### src/rtl/pc_fetch_ctrl_pkg.sv
// rtl/pc_fetch_ctrl_pkg.sv - shared state encodings and vector defaults for the PC fetch controller
//
// Purpose : common types for pc_fetch_ctrl and its sub-module.
// Contents: pc_state_e (BOOT=0, RUN=1, WAIT=2, TRAP=3, HALT=4),
//           default reset/trap vectors, word-alignment helper.
package pc_fetch_ctrl_pkg;

    typedef enum logic [2:0] {
        ST_BOOT = 3'd0,
        ST_RUN  = 3'd1,
        ST_WAIT = 3'd2,
        ST_TRAP = 3'd3,
        ST_HALT = 3'd4
    } pc_state_e;

    localparam logic [31:0] DEFAULT_RESET_VECTOR = 32'h0000_0000;
    localparam logic [31:0] DEFAULT_TRAP_VECTOR  = 32'h0000_0180;

    // Instruction addresses must be word aligned.
    function automatic logic is_misaligned(input logic [31:0] addr);
        return addr[1:0] != 2'b00;
    endfunction

endpackage

### src/rtl/pc_fetch_ctrl_add_4.sv
// rtl/pc_fetch_ctrl_add_4.sv - PC incrementer (pc + 4, modulo 2^32)
//
// Purpose: produce the sequential next PC.
// Ports  : a_i   in  32  current PC
//          sum_o out 32  a_i + 4, wraps silently
module pc_fetch_ctrl_add_4 (
    input  logic [31:0] a_i,
    output logic [31:0] sum_o
);

    assign sum_o = a_i + 32'd4;

endmodule

### src/rtl/pc_fetch_ctrl.sv
// rtl/pc_fetch_ctrl.sv - program counter register and next-PC sequencer
//
// Purpose: holds the PC, selects the next PC from PC+4 / branch / jump /
//          jump-register targets, handles stall, imem wait, misaligned
//          jump-register traps and halt.
// Ports  : clk, rst_n (async active-low)
//          stall, imem_ready, halt              control inputs
//          branch_taken/branch_offset           branch redirect
//          jump/jump_index                      J-type redirect
//          jr/jr_target                         jump-register redirect
//          pc, pc_plus4                         current PC and PC+4
//          pc_valid                             PC is a live fetch address
//          trap                                 misaligned-jr pulse
//          state                                FSM state (debug)
module pc_fetch_ctrl
    import pc_fetch_ctrl_pkg::*;
#(
    parameter logic [31:0] RESET_VECTOR = DEFAULT_RESET_VECTOR,
    parameter logic [31:0] TRAP_VECTOR  = DEFAULT_TRAP_VECTOR
) (
    input  logic        clk,
    input  logic        rst_n,
    input  logic        stall,
    input  logic        imem_ready,
    input  logic        branch_taken,
    input  logic [31:0] branch_offset,
    input  logic        jump,
    input  logic [25:0] jump_index,
    input  logic        jr,
    input  logic [31:0] jr_target,
    input  logic        halt,
    output logic [31:0] pc,
    output logic [31:0] pc_plus4,
    output logic        pc_valid,
    output logic        trap,
    output logic [2:0]  state
);

    pc_state_e   state_q, state_d;
    logic [31:0] pc_q, pc_d;

    logic [31:0] branch_target;
    logic [31:0] jump_target;
    logic [31:0] next_pc;
    logic        jr_misaligned;
    logic        adv;

    pc_fetch_ctrl_add_4 u_add_4 (
        .a_i   (pc_q),
        .sum_o (pc_plus4)
    );

    // The shift discards offset[31:30]; the add wraps, so negative offsets work.
    assign branch_target = pc_plus4 + (branch_offset << 2);
    assign jump_target   = {pc_plus4[31:28], jump_index, 2'b00};
    assign jr_misaligned = jr && is_misaligned(jr_target);

    // PC only advances from RUN with the instruction present and no hold.
    assign adv = (state_q == ST_RUN) && !halt && imem_ready && !stall;

    always_comb begin
        next_pc = pc_plus4;
        if (jr) begin
            next_pc = jr_target;
        end else if (jump) begin
            next_pc = jump_target;
        end else if (branch_taken) begin
            next_pc = branch_target;
        end
    end

    always_ff @(posedge clk or negedge rst_n) begin
        if (!rst_n) begin
            state_q <= ST_BOOT;
            pc_q    <= RESET_VECTOR;
        end else begin
            state_q <= state_d;
            pc_q    <= pc_d;
        end
    end

    always_comb begin
        state_d = state_q;
        pc_d    = pc_q;
        unique case (state_q)
            ST_BOOT: state_d = ST_RUN;
            ST_RUN: begin
                if (halt) begin
                    state_d = ST_HALT;
                end else if (!imem_ready) begin
                    state_d = ST_WAIT;
                end else if (!stall) begin
                    if (jr_misaligned) begin
                        state_d = ST_TRAP;
                        pc_d    = TRAP_VECTOR;
                    end else begin
                        pc_d    = next_pc;
                    end
                end
            end
            // Returning to RUN does not advance: the returned instruction is
            // consumed by RUN on the following cycle.
            ST_WAIT: begin
                if (halt) begin
                    state_d = ST_HALT;
                end else if (imem_ready) begin
                    state_d = ST_RUN;
                end
            end
            ST_TRAP: state_d = ST_RUN;
            ST_HALT: state_d = ST_HALT;
            default: state_d = ST_BOOT;
        endcase
        if (!adv && state_q == ST_RUN) begin
            pc_d = pc_q;
        end
    end

    always_comb begin
        pc_valid = 1'b0;
        trap     = 1'b0;
        unique case (state_q)
            ST_RUN,
            ST_WAIT: pc_valid = 1'b1;
            ST_TRAP: trap     = 1'b1;
            default: begin
                pc_valid = 1'b0;
                trap     = 1'b0;
            end
        endcase
    end

    assign pc    = pc_q;
    assign state = state_q;

endmodule
### config.mk
export PLATFORM = sky130hd
export DESIGN_NAME = pc_fetch_ctrl
export DESIGN_NICKNAME = d
export VERILOG_FILES = /design/src/rtl/pc_fetch_ctrl_pkg.sv /design/src/rtl/pc_fetch_ctrl_add_4.sv /design/src/rtl/pc_fetch_ctrl.sv
export SDC_FILE = /design/constraint.sdc
export NUM_CORES = 1
export LEC_CHECK = 0
export BUFFER_PORTS_ARGS = -buffer_cell sky130_fd_sc_hd__buf_2
export CAP_MARGIN = 25
export CORE_MARGIN = 2
export CORE_UTILIZATION = 30
export CTS_BUF_LIST = sky130_fd_sc_hd__clkbuf_16
export DETAILED_ROUTE_END_ITERATION = 12
export HOLD_SLACK_MARGIN = 0.02
export PLACE_DENSITY = 0.56
export SLEW_MARGIN = 20
export SYNTH_ARGS = -nofsm -noshare
export SYNTH_HDL_FRONTEND = slang
export SYNTH_SLANG_ARGS = --single-unit
### constraint.sdc
create_clock -name clk -period 7.9 [get_ports clk]
set_input_delay 0.79 -clock clk [delete_from_list [all_inputs] [get_ports clk]]
set_output_delay 0.79 -clock clk [all_outputs]
set_load 0.01 [all_outputs]
# Word-level counts from Yosys, hierarchy flattened
# Cells that the tools add are included.
[word_totals] ff_bits=35
[classes] reduce_logical=14 add_sub_neg=2 n_eq_ne=7 bitwise=3 n_mux=13
[ops] op="32-bit two-way mux" count=4
[ops] op="32-bit by 3-bit adder with 32-bit output, second input constant" count=1
[ops] op="32-bit adder" count=1
[ops] op="3-bit two-way mux" count=6
[ops] op="3-bit one-hot mux with 4 select lines" count=1
[ops] op="4-bit inequality test, second input constant" count=2
[ops] op="3-bit by 2-bit == test with 1-bit output, second input constant" count=2
[ops] op="1-bit logical AND" count=5
[ops] op="5-bit AND reduction" count=1
[ops] op="2-bit OR reduction" count=2
[ops] op="3-bit by 1-bit == test with 1-bit output, second input constant" count=1
[ops] op="3-bit == test, second input constant" count=1
[ops] op="1-bit zero test" count=3
[ops] op="3-bit zero test" count=1
[ops] op="3-bit inequality test, second input constant" count=1
[ops] op="1-bit inverter" count=3
[ops] op="3-bit AND reduction" count=1
[ops] op="1-bit two-way mux" count=2
[ops] op="2-bit nonzero test" count=1

# Longest topological paths before layout
[depth] depth_word=8 depth_mapped=15 depth_no_buf=15

# By module
# From an unflattened synthesis, not the netlist that was laid out.
[unflattened] hier_cells=577 hier_area_um2=4340.4
[by_module_without_submodules] mod="pc_fetch_ctrl" area_each_um2=3759.9 cells_per_inst=494 instances=1
[by_module_without_submodules] mod="pc_fetch_ctrl_add_4" area_each_um2=580.6 cells_per_inst=83 instances=1

# Worst setup path before layout
# OpenSTA, ideal clock, no wires.
[synth_timing] kind="reg2reg" from="register pc_q[2] (netlist: pc[2])" to="register pc_q[31] (netlist: pc[31])" period_less_slack_ns=3.539 t_required_ns=7.805 arrival_time_ns=3.443 path_stages_with_launch=15 path_buffers=0 setup_slack_ns=4.361 path_cell_list="dfrtp_1 -> ha_1 -> nand2_1 -> nor4_1 -> nand4_1 -> xnor2_1 -> ha_1 -> a21o_1 -> a21oi_1 -> nor2_1 -> o41ai_1 -> o211ai_1 -> a21o_1 -> and4_1 -> o31ai_1"
[synth_via] elab_chain_len=6
[synth_rtl] item="start: declaration" line_no="pc_fetch_ctrl.sv:40" source="logic [31:0] pc_q, pc_d;"
[synth_rtl] item="start signal: assignment" line_no="pc_fetch_ctrl.sv:78" source="pc_q <= pc_d;"
[synth_rtl] item="32-bit by 3-bit adder with 32-bit output" line_no="pc_fetch_ctrl_add_4.sv:11" source="assign sum_o = a_i + 32'd4;"
[synth_rtl] item="net pc_plus4[18]" line_no="pc_fetch_ctrl.sv:33" source="output logic [31:0] pc_plus4,"
[synth_rtl] item="32-bit adder" line_no="pc_fetch_ctrl.sv:54" source="assign branch_target = pc_plus4 + (branch_offset << 2);"
[synth_rtl] item="32-bit two-way mux" line_no="pc_fetch_ctrl.sv:67" source="end else if (branch_taken) begin"
[synth_rtl] item="32-bit two-way mux" line_no="pc_fetch_ctrl.sv:65" source="end else if (jump) begin"
[synth_rtl] item="32-bit two-way mux" line_no="pc_fetch_ctrl.sv:63" source="if (jr) begin"
[synth_rtl] item="32-bit two-way mux" line_no="pc_fetch_ctrl.sv:93" source="if (jr_misaligned) begin"
# The timed path passes the listed nets, and every way through them passes these cells.
# A chain may end at the register's enable or synchronous reset.

# Final worst setup path
[layout_timing] from="register pc_q[2] (netlist: pc[2])" to="register pc_q[31] (netlist: pc[31])"
[layout_via] elab_chain_len=6
[layout_rtl] item="32-bit by 3-bit adder with 32-bit output (*)" line_no="pc_fetch_ctrl_add_4.sv:11"
[layout_rtl] item="32-bit adder" line_no="pc_fetch_ctrl.sv:54"
[layout_rtl] item="32-bit two-way mux" line_no="pc_fetch_ctrl.sv:67"
[layout_rtl] item="32-bit two-way mux (*)" line_no="pc_fetch_ctrl.sv:65"
[layout_rtl] item="32-bit two-way mux (*)" line_no="pc_fetch_ctrl.sv:63"
[layout_rtl] item="32-bit two-way mux (*)" line_no="pc_fetch_ctrl.sv:93"
# Mark *: on every way between the ends. The rest lies on a longest branch, timed or not.

==> flow_summary.yaml <==
logic_synthesis:
  synth-edff-count: 0
  avgSynthCellArea_um2: 7.42
  yosys.area_share.adder_pct: 10.7
  synth_top_family_by_area: "compound AO/OA/AOI/OAI gates"
  synth_cells: 592
  seq_area_frac_synth_pct: 19.9
  synth_nets: 727
  synth-warning-count: 0
  syn_area_mm2: 0.00439
  synth-xor-area-share_pct: 9.77
  synth-async-reset-ratio_pct: 100
  ys_types: 63
  synthFlopType: "dfrtp_1"
  yosys_register_bits: 35
  synth_mux_area_share_pct: 1.85
  yosys.area_share.simple_pct: 24.0
  synth_compound_area_share_pct: 29.5
grt:
  grt_overflow: 0
  grtUsageTotal_pct: 21.7
  grt_pass1_wl_mm: 27.2
  antenna_found_initial: 0
  grt_max_degree: 36
  grt_pass1_vias: 4912
worst_setup_path:
  endpoint_kind: "flip-flop"
  cp.arrival_ns: 4.47
  cp_top_family: "compound AO/OA/AOI/OAI gates"
  crit_type: "reg -> reg"
  crit_path_cell_trace: "ha_1, nand2_1, nor4_1, nand4_1, xnor2_1, ha_1, a21o_1, a21oi_1, nor2_1, o41ai_1, o211ai_1, a21o_1, and4_1, o31ai_1"
  crit_required_ns: 8.10
  cp_max_fo: 5
  slowest_stage: "nor4_1"
  slowest_delay_ns: 0.71
  path_buf_inv: 0
  start_kind: "flip-flop"
timing:
  hold_viol: 0
  worst_pin_slew_ns: 0.931
  maxSlewViolCount: 0
  fin_crit_ns: 4.27
  fin_skew_ns: 0.00573
  finalSetupTns_ns: 0
  grt_setup_unrepaired: "false"
  fmax_ghz: 0.234
  maxSlewHeadroom_pct: 37.9
  fin_crit_sh_pct: 54.1
  finalSetupViolCount: 0
finish:
  fillers: 1571
  synthToLayoutAreaGrowth_pct: 26.4
  drive_above_1_share_pct: 25.5
  fin_nets: 878
  fin_util_pct: 38.5
  antenna_cells: 0
placement:
  place_congestion: 0.902
  dp_hpwl_mm: 13.3
  io_buffers: 164
clock_network:
  clk_pin_slew_ns: 0.07
  clkLatencyLatePin_ns: 0.29
  cts_hold_buffers: 0
  cts_root_buf: "clkbuf_16"
  cts_tree: "done"
  cts_buffers: 5
  cts.path.max_buffers: 2
  cts_resized: 0
  cts.htree.levels: 2
  cts_setup_buffers: 0
  cts.sink_count: 35
detailed_routing:
  highest_layer: "met4"
  drtIter0Drc: 332
  met1Wirelength_mm: 8.18
  wl_met2_mm: 8.12
  met3WireLength_um: 861
  wl_per_cell_um: 18.7
  vias: 5076
  ant_nets: 0
  firstDrtPassIters: 5
  drcViolationCount: 0
  vias_per_cell: 5.47
  drt-total-wl_mm: 17.4
floorplan:
  dieArea_mm2: 0.0156
  rows: 44
  core_mm2: 0.0144
  start_util_pct: 30.5
  die_h_um: 125
  ios: 167
  chipWidth_um: 125
pwr:
  cellPowerDensity_mw_per_mm2: 357
  leakage_nw: 2.70
  ir_worst_vdd_uv: 110
job:
  drv_cap: 0
outcome:
  outcome: "complete, no violations"
worst_hold_path:
  hold_class: "reg -> reg"
## where the power goes
group / total [mW] / internal (mW) / leakage (nW) / switching, mW
logic: 1.35 / 0.563 / 2.18 / 0.791
clock network: 0.239 / 0.148 / 0.0812 / 0.0912
registers: 0.390 / 0.256 / 0.443 / 0.134
## final cells by class
class,count,area (um^2),share of cell area (%)
clock inverters,3,38.8,0.698
well taps,184,230,4.15
flip-flops and latches,35,876,15.8
multi-input cells,509,3330,60.0
clock buffers,5,125,2.25
repair buffers,171,873,15.7
inverters,21,78.8,1.42
## logic make-up after synthesis
logic type	Yosys count
AOI/OAI and AO/OA	200
muxes	8
xor gates and xnor gates	49
buffers and inverters	48
adders and majority gates	37
DFF	35
and+or+nand+nor	215
## cell usage in the layout (no fill, tap or decap), types with 11 or more instances in the layout
cell	n
a21o_1	13
dfrtp_1	35
o211ai_1	11
ha_1	36
nor2_1	65
inv_1	19
a21oi_1	60
nand2_1	56
and3_1	14
xor2_1	21
buf_2	164
a31oi_1	11
xnor2_1	28
o21ai_0	39
nand3_1	29
## synth_stat cells, types with 3 or more instances
cell / count / area [um^2]
a31oi_1: 11 / 68.8
nand2b_1: 9 / 56.3
nor2b_1: 6 / 37.5
o21ai_0: 39 / 195
and3_1: 14 / 87.6
nor2_1: 65 / 244
xnor2_1: 28 / 245
a21o_1: 13 / 97.6
ha_1: 36 / 450
a21boi_0: 3 / 22.5
xor2_1: 21 / 184
o22ai_1: 7 / 43.8
nand4_1: 9 / 56.3
inv_1: 19 / 71.3
o21bai_1: 4 / 30.0
a41oi_1: 4 / 35.0
a21oi_1: 60 / 300
o21a_1: 5 / 37.5
nor3_1: 9 / 45.0
dfrtp_1: 35 / 876
nand3_1: 29 / 145
o221ai_1: 5 / 43.8
mux2i_1: 7 / 70.1
nor4_1: 3 / 18.8
o31ai_1: 8 / 60.1
nand2_1: 56 / 210
o211ai_1: 11 / 82.6
a211oi_1: 7 / 52.6
clkbuf_1: 25 / 93.8
and2_1: 3 / 18.8
## state kept, by name, indices dropped and copies added, names as in the netlist
signal  count
pc         32
state       3
## per-layer routing
metal  global-route usage (%)  vias up
li1                         -     2490
met1                     30.1     2382
met2                     36.5      189
met3                     3.00       15
met4                     3.79        0
met5                        0        -
## through the flow
stage | instances | total power, mW | setup slack, ns | hold slack, ns | instance area [um^2]
2_1_floorplan | 592 | 1.29 | 4.36 | 0.494 | 4390
3_3_place_gp | 920 | 1.72 | 3.62 | 0.491 | 5390
3_5_place_dp | 920 | 1.73 | 3.67 | 0.495 | 5390
4_1_cts | 928 | 1.98 | 3.62 | 0.511 | 5550
5_1_grt | 928 | 2.16 | 3.24 | 0.532 | 5550
6_report | 928 | 1.98 | 3.63 | 0.503 | 5550
## worst paths after layout
path | start | endpoint | slack, ns | cells past startpoint
max in group asynchronous | rst_n | pc[12] | 6.68 | 1
min reg2reg | pc[1] | pc[1] | 0.50 | 1
max | pc[2] | pc[31] | 3.63 | 14
max reg2reg | pc[2] | pc[31] | 3.63 | 14
min in group asynchronous | rst_n | state[2] | 0.64 | 1
min | pc[1] | pc[1] | 0.50 | 1
No activity file was read; power rests on OpenSTA's default activity.
